**src/rtl/ps2_gamepad_decoder_if.sv**
```systemverilog
// PS/2 line inputs and decoded receiver/button outputs of ps2_gamepad_decoder.
// master = the decoder; slave = whatever drives the lines and consumes the results.
interface ps2_gamepad_decoder_if;
    logic       ps2_clk_i;
    logic       ps2_data_i;
    logic [7:0] rx_data_o;
    logic       rx_valid_o;
    logic       rx_error_o;
    logic [7:0] device_input_o;

    modport master (
        input  ps2_clk_i, ps2_data_i,
        output rx_data_o, rx_valid_o, rx_error_o, device_input_o
    );

    modport slave (
        output ps2_clk_i, ps2_data_i,
        input  rx_data_o, rx_valid_o, rx_error_o, device_input_o
    );
endinterface

```
**src/rtl/ps2_gamepad_decoder.sv**
```systemverilog
// PS/2 receiver plus make/break decoder producing NES controller-1 buttons.
// Strobe 2+FILTER_LEN+1 cycles after PS/2 clock falls, rx pulses one cycle after stop; no backpressure.
module ps2_gamepad_decoder #(
    parameter int CLK_FREQ_HZ = 100000000,
    parameter int FILTER_LEN  = 8,
    parameter int TIMEOUT_US  = 200
) (
    input  logic                  clk_i,
    input  logic                  rst_i,
    ps2_gamepad_decoder_if.master bus
);
    localparam int TO_CYC = CLK_FREQ_HZ / 1000000 * TIMEOUT_US;
    localparam int TW     = $clog2(TO_CYC + 1);
    localparam int FW     = $clog2(FILTER_LEN + 1);

    typedef enum logic [1:0] {S_IDLE, S_DATA, S_PARITY, S_STOP} state_t;

    state_t        state, state_nx;
    logic [1:0]    clk_s, dat_s;
    logic          filt_clk, filt_d, strobe, dat_sync;
    logic [FW-1:0] fcnt;
    logic [7:0]    shreg;
    logic [2:0]    bitcnt;
    logic          par_bit, frame_ok;
    logic [TW-1:0] to_cnt;
    logic          to_expire, shift_en, par_en, done;
    logic [7:0]    rx_data;
    logic          rx_valid, rx_error;
    logic          ext, brk, hit;
    logic [2:0]    hit_idx;
    logic [7:0]    btn, dev;

    assign dat_sync  = dat_s[1];
    assign strobe    = filt_d & ~filt_clk;
    assign to_expire = (state != S_IDLE) && (to_cnt == TW'(TO_CYC - 1));
    assign frame_ok  = dat_sync & (^{shreg, par_bit});

    always_ff @(posedge clk_i) begin
        if (rst_i) begin
            clk_s    <= 2'b11;
            dat_s    <= 2'b11;
            filt_clk <= 1'b1;
            filt_d   <= 1'b1;
            fcnt     <= '0;
        end else begin
            clk_s  <= {clk_s[0], bus.ps2_clk_i};
            dat_s  <= {dat_s[0], bus.ps2_data_i};
            filt_d <= filt_clk;
            // Any sample agreeing with the current level restarts the run count.
            if (clk_s[1] == filt_clk) begin
                fcnt <= '0;
            end else if (fcnt == FW'(FILTER_LEN - 1)) begin
                filt_clk <= clk_s[1];
                fcnt     <= '0;
            end else begin
                fcnt <= fcnt + 1'b1;
            end
        end
    end

    always_ff @(posedge clk_i) begin
        if (rst_i) state <= S_IDLE;
        else       state <= state_nx;
    end

    always_comb begin
        state_nx = state;
        if (strobe) begin
            case (state)
                S_IDLE:   if (!dat_sync) state_nx = S_DATA;
                S_DATA:   if (bitcnt == 3'd7) state_nx = S_PARITY;
                S_PARITY: state_nx = S_STOP;
                S_STOP:   state_nx = S_IDLE;
                default:  state_nx = S_IDLE;
            endcase
        end else if (to_expire) begin
            state_nx = S_IDLE;
        end
    end

    always_comb begin
        shift_en = 1'b0;
        par_en   = 1'b0;
        done     = 1'b0;
        case (state)
            S_DATA:   shift_en = strobe;
            S_PARITY: par_en   = strobe;
            S_STOP:   done     = strobe;
            default: ;
        endcase
    end

    always_ff @(posedge clk_i) begin
        if (rst_i) begin
            shreg    <= '0;
            bitcnt   <= '0;
            par_bit  <= 1'b0;
            to_cnt   <= '0;
            rx_data  <= '0;
            rx_valid <= 1'b0;
            rx_error <= 1'b0;
        end else begin
            rx_valid <= done & frame_ok;
            rx_error <= (done & ~frame_ok) | (to_expire & ~strobe);
            if (done && frame_ok) rx_data <= shreg;
            if (state == S_IDLE) bitcnt <= '0;
            else if (shift_en)   bitcnt <= bitcnt + 1'b1;
            if (shift_en) shreg   <= {dat_sync, shreg[7:1]};
            if (par_en)   par_bit <= dat_sync;
            if (state == S_IDLE || strobe || to_expire) to_cnt <= '0;
            else                                        to_cnt <= to_cnt + 1'b1;
        end
    end

    // A/B/Select ignore the E0 prefix; Enter and the arrows must match it exactly.
    always_comb begin
        hit     = 1'b1;
        hit_idx = 3'd0;
        casez ({ext, rx_data})
            9'b?_0010_0010: hit_idx = 3'd0;
            9'b?_0001_1010: hit_idx = 3'd1;
            9'b?_0010_1001: hit_idx = 3'd2;
            9'b0_0101_1010: hit_idx = 3'd3;
            9'b1_0111_0101: hit_idx = 3'd4;
            9'b1_0111_0010: hit_idx = 3'd5;
            9'b1_0110_1011: hit_idx = 3'd6;
            9'b1_0111_0100: hit_idx = 3'd7;
            default:        hit     = 1'b0;
        endcase
    end

    always_ff @(posedge clk_i) begin
        if (rst_i) begin
            ext <= 1'b0;
            brk <= 1'b0;
            btn <= '0;
        end else if (rx_valid) begin
            case (rx_data)
                8'hE0: ext <= 1'b1;
                8'hF0: brk <= 1'b1;
                8'hAA, 8'hFC: begin
                    btn <= '0;
                    ext <= 1'b0;
                    brk <= 1'b0;
                end
                default: begin
                    if (hit) btn[hit_idx] <= ~brk;
                    ext <= 1'b0;
                    brk <= 1'b0;
                end
            endcase
        end
    end

    always_comb begin
        dev = btn;
        if (btn[4] && btn[5]) dev[5:4] = 2'b00;
        if (btn[6] && btn[7]) dev[7:6] = 2'b00;
    end

    assign bus.rx_data_o      = rx_data;
    assign bus.rx_valid_o     = rx_valid;
    assign bus.rx_error_o     = rx_error;
    assign bus.device_input_o = dev;
endmodule

```
**src/flat_wrapper.sv**
```systemverilog
// flat-port wrapper written by rule: the top's interface ports become plain ports
module ps2_gamepad_decoder_flat 
#(
    parameter int CLK_FREQ_HZ = 100000000,
    parameter int FILTER_LEN  = 8,
    parameter int TIMEOUT_US  = 200
)
  (clk_i, rst_i, bus_ps2_clk_i, bus_ps2_data_i, bus_rx_data_o, bus_rx_valid_o, bus_rx_error_o, bus_device_input_o);
  ps2_gamepad_decoder_if bus_i ();
  input  logic clk_i;
  input  logic rst_i;
  input wire logic [$bits(bus_i.ps2_clk_i)-1:0] bus_ps2_clk_i;
  input wire logic [$bits(bus_i.ps2_data_i)-1:0] bus_ps2_data_i;
  output wire logic [$bits(bus_i.rx_data_o)-1:0] bus_rx_data_o;
  output wire logic [$bits(bus_i.rx_valid_o)-1:0] bus_rx_valid_o;
  output wire logic [$bits(bus_i.rx_error_o)-1:0] bus_rx_error_o;
  output wire logic [$bits(bus_i.device_input_o)-1:0] bus_device_input_o;
  assign bus_i.ps2_clk_i = bus_ps2_clk_i;
  assign bus_i.ps2_data_i = bus_ps2_data_i;
  assign bus_rx_data_o = bus_i.rx_data_o;
  assign bus_rx_valid_o = bus_i.rx_valid_o;
  assign bus_rx_error_o = bus_i.rx_error_o;
  assign bus_device_input_o = bus_i.device_input_o;
  ps2_gamepad_decoder #(.CLK_FREQ_HZ(CLK_FREQ_HZ), .FILTER_LEN(FILTER_LEN), .TIMEOUT_US(TIMEOUT_US)) u_core (.clk_i(clk_i), .rst_i(rst_i), .bus(bus_i));
endmodule
```
**config.mk**
```make
export PLATFORM = sky130hd
export DESIGN_NAME = ps2_gamepad_decoder_flat
export DESIGN_NICKNAME = d
export VERILOG_FILES = /design/src/rtl/ps2_gamepad_decoder_if.sv /design/src/rtl/ps2_gamepad_decoder.sv /design/src/flat_wrapper.sv
export SDC_FILE = /design/constraint.sdc
export NUM_CORES = 1
export LEC_CHECK = 0
export ABC_AREA = 1
export CAP_MARGIN = 20
export CORE_MARGIN = 10
export CORE_UTILIZATION = 37
export CTS_CLUSTER_DIAMETER = 120
export DETAILED_ROUTE_END_ITERATION = 16
export REMOVE_ABC_BUFFERS = 1
export SKIP_CTS_REPAIR_TIMING = 1
export SLEW_MARGIN = 20
export SYNTH_ARGS = -nofsm -noshare
export SYNTH_HDL_FRONTEND = slang
export SYNTH_SLANG_ARGS = --single-unit
```
**constraint.sdc**
```tcl
create_clock -name clk_i -period 1.9 [get_ports clk_i]
set_input_delay 0.38 -clock clk_i [delete_from_list [all_inputs] [get_ports clk_i]]
set_output_delay 0.38 -clock clk_i [all_outputs]
set_load 0.1 [all_outputs]
```
# Yosys cells after proc, flatten, opt, wreduce, memory -nomap -nowiden
# Cells that the tools add are included.
# op_classes
n_addsub	3
muxes	19
magnitude_cmp	2
n_bitwise	14
reduce_logical	23
n_eq_ne	21
# op_table
cell	count
== test 9 bit (second input constant)	4
== test 8 bit (second input constant)	4
one-hot mux 3 bit (7 select lines)	1
== test 8 x 6 -> 1 bit (second input constant)	2
one-hot mux 8 bit (2 select lines)	1
adder 15 x 1 -> 15 bit (second input constant)	1
== test 15 bit (second input constant)	1
two-way mux 2 bit	6
== test 9 x 7 -> 1 bit (second input constant)	1
XOR reduction 9 bit	1
bitwise mux 8 bit	1
== test 8 x 5 -> 1 bit (second input constant)	1
two-way mux 8 bit	1
NOT 1 bit	8
one-hot mux 2 bit (4 select lines)	1
OR reduction 2 bit	4
OR reduction 8 bit	1
!= test 3 bit (second input constant)	2
AND reduction 2 bit	3
AND reduction 3 bit	2
nonzero test 2 bit	3
AND 1 bit	5
logical AND 1 bit	5
two-way mux 1 bit	5
15 further kinds	18
# totals
regBits	59
in_bits	4
elab_cells	98
out_inout_bits	18

# Depth between registers and ports, before layout
# logic_depth
ltp_word	9
ltp_mapped	12
depth_no_buf	12

# Worst setup path before layout
# No wires, ideal clock.
# synth_timing
path_kind	flip-flop to flip-flop
start	register u_core.rx_data[6] (netlist: u_core.bus.rx_data_o[6])
end	register u_core.btn[4]
period_less_slack_ns	2.167
setup_slack_ns	-0.267
n_path_buf	1
path_stages_with_launch	11
setup_ns	0.132
arrival_ns	2.035
required_ns	1.768
path_cell_list	dfxtp_1 > nand2_1 > nor2_2 > nand3_2 > nand2_1 > nor2_4 > nand3_4 > buf_6 > nand3_1 > nand2_1 > a21oi_1
# synth_between
elab_chain_len	9
word_cells_on_any_way	28
classes_between	order compare (2); eq/ne (12); mux (7); bitwise (1); reduce/logical (6)
# synth_lines
item	line	source
start, declared	ps2_gamepad_decoder.sv:27	logic [7:0] rx_data;
start signal, assigned	ps2_gamepad_decoder.sv:105	if (done && frame_ok) rx_data <= shreg;
== test 9 bit, or another cell as far along	ps2_gamepad_decoder.sv:119	casez ({ext, rx_data})
one-hot mux 3 bit (7 select lines)	ps2_gamepad_decoder.sv:119	
< comparator 3 x 4 -> 1 bit (not written as such) / >= comparator 3 x 1 -> 1 bit (equally long branches)	ps2_gamepad_decoder.sv:147	if (hit) btn[hit_idx] <= ~brk;
logical AND 1 bit (not written as such)	ps2_gamepad_decoder.sv:147	
two-way mux 1 bit (not written as such)	ps2_gamepad_decoder.sv:147	
demux 1 bit (select 3 bit)	-	
bitwise mux 8 bit	ps2_gamepad_decoder.sv:147	
two-way mux 8 bit	ps2_gamepad_decoder.sv:147	
one-hot mux 8 bit (2 select lines)	ps2_gamepad_decoder.sv:138	case (rx_data)
end signal, assigned by index	ps2_gamepad_decoder.sv:147	
end, declared	ps2_gamepad_decoder.sv:31	logic [7:0] btn, dev;
# Several ways; a longest one is shown, not always the timed one. The select of a mux whose other input is x is not followed.
# A chain may end at the register's enable or synchronous reset.

# Final worst setup path
# layout_timing
start	register u_core.to_cnt[0]
end	register u_core.to_cnt[14]
# layout_between
elab_chain_len	4
word_cells_on_any_way	5
classes_between	add/sub (1); eq/ne (1); reduce/logical (3)
# layout_lines
item	line	source
start, declared	ps2_gamepad_decoder.sv:25	logic [TW-1:0] to_cnt;
start signal, assigned	ps2_gamepad_decoder.sv:111	else to_cnt <= to_cnt + 1'b1;
parallel branches: the longest is 4 deep, another holds adder 15 x 1 -> 15 bit	-	
# Parallel ways; which one is timed is not known.

==> flow_metrics.env <==
export IMPL_core_area_sq_um=8130
export IMPL_max_stage_delay_ns=0.35
export IMPL_dp_cells=567
export IMPL_status="finished clean"
export IMPL_period_share=0.891
export IMPL_drv_cap=0
export IMPL_final_cell_mix="100 x nand2_1, 64 x nor2_1, 59 x dfxtp_1, 48 x inv_1, 33 x a21oi_1"
export IMPL_cp_end_kind="register"
export IMPL_whs_ns=0.409
export IMPL_crit_required_ns=2.13
export IMPL_cts_buffers=9
export IMPL_place_worst_setup_slack_ns=0.202
export IMPL_cts_sinks=59
export IMPL_setup_tns_ns=0
export IMPL_slew_viol_final=0
export IMPL_clk_pin_slew_ns=0.06
export IMPL_post_drt_wl_per_cell_um=11.3
export IMPL_die_w_um=111
export IMPL_setup_viol=0
export IMPL_dieHeight_um=111
export IMPL_rsz0062_at_grt="false"
export IMPL_gr_total_overflow=0
export IMPL_fin_nets=485
export IMPL_syn_area_sq_um=3060
export IMPL_grt_pass1_vias=2699
export IMPL_ir_drop_mv=0.336
export IMPL_antenna_found_initial=0
export IMPL_max_freq_mhz=590
export IMPL_final_common_cell="nand2_1"
export IMPL_cp_arrival_ns=1.92
export IMPL_setup_slack_ns=0.206
export IMPL_stdcell_count=583
export IMPL_first_pass_iters=4
export IMPL_cts_root_buf="clkbuf_8"
export IMPL_cts_path_max_buffers=2
export IMPL_min_period_ns=1.69
export IMPL_cp_common_cell="nor2_2"
export IMPL_clock_latency_ns=0.34
export IMPL_syn_area_per_cell_sq_um=6.89
export IMPL_clock_skew_ns=0.00956
export IMPL_synth_top_area_share=0.386
export IMPL_area_delta_synth_final_pct=22.6
export IMPL_tritoncts="yes"
export IMPL_drc_errors=0
export IMPL_htreeDepth=3
export IMPL_min_path_type="reg -> reg"
export IMPL_dpl_cell_area_sq_um=3520
export IMPL_drive_above_1_share=0.149
export IMPL_critPathSlowestCell="dfxtp_1"
export IMPL_ys_seq_elements=59
export IMPL_num_vias=2798
export IMPL_core_rowCount=33
export IMPL_path_cells="ha_1 -> nand3_1 -> nor2_2 -> nand2_1 -> nor2_2 -> nand2_1 -> nor2_2 -> nand3_1 -> xor2_1 -> nor2_1"
export IMPL_drt_wl_total_mm=6.56
export IMPL_finalHoldViolCount=0
export IMPL_synth_warnings=0
export IMPL_floorplan_initialDensity=0.376
export IMPL_port_buffers=21
export IMPL_vias_per_cell=4.80
export IMPL_crit_type="reg -> reg"
export IMPL_crit_fanout=4
export IMPL_p_leak_uw=0.00156
export IMPL_gp_congestion=0.895
export IMPL_io_pins=22
export IMPL_n_antenna_cell=0
export IMPL_synth_cell_type_count=32
export IMPL_stdcell_area_sq_um=3750
export IMPL_tightest_slew_ns=0.448
export IMPL_power_density_nw_per_um2=691
export IMPL_yosys_area_top_type="dfxtp_1"
export IMPL_synth_cells=444
export IMPL_postRouteAntennaNets=0
export IMPL_die_area_sq_um=12300
export IMPL_synth_area_leaders="dfxtp_1 39%, nand2_1 12%, nor2_1 7.9%"
export IMPL_startpoint_type="register"
export IMPL_grt_util_all_layers=0.108
export IMPL_fill_cells=803
export IMPL_dpl_hpwl_mm=4.98
export IMPL_grt_start_max_net_pins=21
export IMPL_drt_iter0_drc=82
export IMPL_relSlewSlack=0.698
export IMPL_yosysSeqAreaShare=0.386
export IMPL_grt_pass1_wl_mm=11.5
-- per-stage QoR --
stage	power (uW)	utilization
floorplan	1290	-
global placement	1310	0.433
detailed placement	1310	0.433
CTS	2620	0.461
global route	2670	0.461
finish	2590	0.461
-- state kept, by name (all words and copies together), names as in the netlist, 2 cells and up --
| register | cells |
|---|---|
| u_core.bitcnt | 3 |
| u_core.btn | 8 |
| u_core.bus.rx_data_o | 8 |
| u_core.clk_s | 2 |
| u_core.dat_s | 2 |
| u_core.fcnt | 4 |
| u_core.shreg | 8 |
| u_core.state | 2 |
| u_core.to_cnt | 15 |
-- cell families (layout without fill, tap and decap cells) --
kind of cell,count (synthesis),after routing,share of synthesized area
AO/OA/AOI/OAI,51,51,0.0876
XOR/XNOR,10,10,0.0286
adder cells (fa/ha/maj),8,8,0.0327
buffers and inverters,68,102,0.0917
flip-flops,59,59,0.386
AND/OR/NAND/NOR,248,248,0.373
-- layout make-up --
type | count | area [sq um] | area share
multi-input cells | 317 | 1600 | 0.426
flip-flops and latches | 59 | 1180 | 0.315
repair buffers | 32 | 410 | 0.109
inverters | 54 | 203 | 0.0541
clock buffers | 12 | 155 | 0.0414
well taps | 105 | 131 | 0.0350
clock inverters | 4 | 72.6 | 0.0194
-- Yosys cell counts (all sizes together) --
library cell,number
nand4,22
clkbuf,6
and2,1
nor3,2
nor2,74
nand3,35
ha,8
nor3b,3
o21bai,2
buf,8
nand2,103
or2,6
dfxtp,59
clkinv,2
inv,52
o21ai,13
a21oi,33
o211ai,1
xor2,8
xnor2,2
nor4,2
o21a,2
-- worst max-delay path, delay by kind of cell (launching register included) --
family                     cells  cell delay (ns)
and+or+nand+nor                8             0.91
DFF                            1             0.35
adders and majority gates      1             0.20
xor gates and xnor gates       1             0.13
-- where the power goes --
group	internal, uW	leakage, uW	total [uW]	switching [uW]
Combinational	17.9	0.000974	41.3	23.5
Sequential	1240	0.000476	1240	2.16
Clock	808	0.000113	1310	498
Total	2070	0.00156	2590	524
-- metal layers --
| metal | vias to the layer above | wire (um) | global-route usage |
|---|---|---|---|
| li1 | 1485 | - | - |
| met1 | 1266 | 3110 | 0.121 |
| met2 | 39 | 3090 | 0.187 |
| met3 | 8 | 290 | 0.0395 |
| met4 | 0 | 65 | 0.0304 |
| met5 | - | 0 | 0 |
-- worst paths after layout --
| check | startpoint | end | slack [ns] | cells after the start |
|---|---|---|---|---|
| worst max-delay path | u_core.to_cnt[0]$_SDFF_PP0_ | u_core.to_cnt[14]$_SDFF_PP0_ | 0.21 | 10 |
| worst max register to register | u_core.to_cnt[0]$_SDFF_PP0_ | u_core.to_cnt[14]$_SDFF_PP0_ | 0.21 | 10 |
| worst min register to register | u_core.dat_s[0]$_SDFF_PP1_ | u_core.dat_s[1]$_SDFF_PP1_ | 0.41 | 1 |
| worst min-delay path | u_core.dat_s[0]$_SDFF_PP1_ | u_core.dat_s[1]$_SDFF_PP1_ | 0.41 | 1 |
Note: power is estimated with default switching activity, not from simulation.
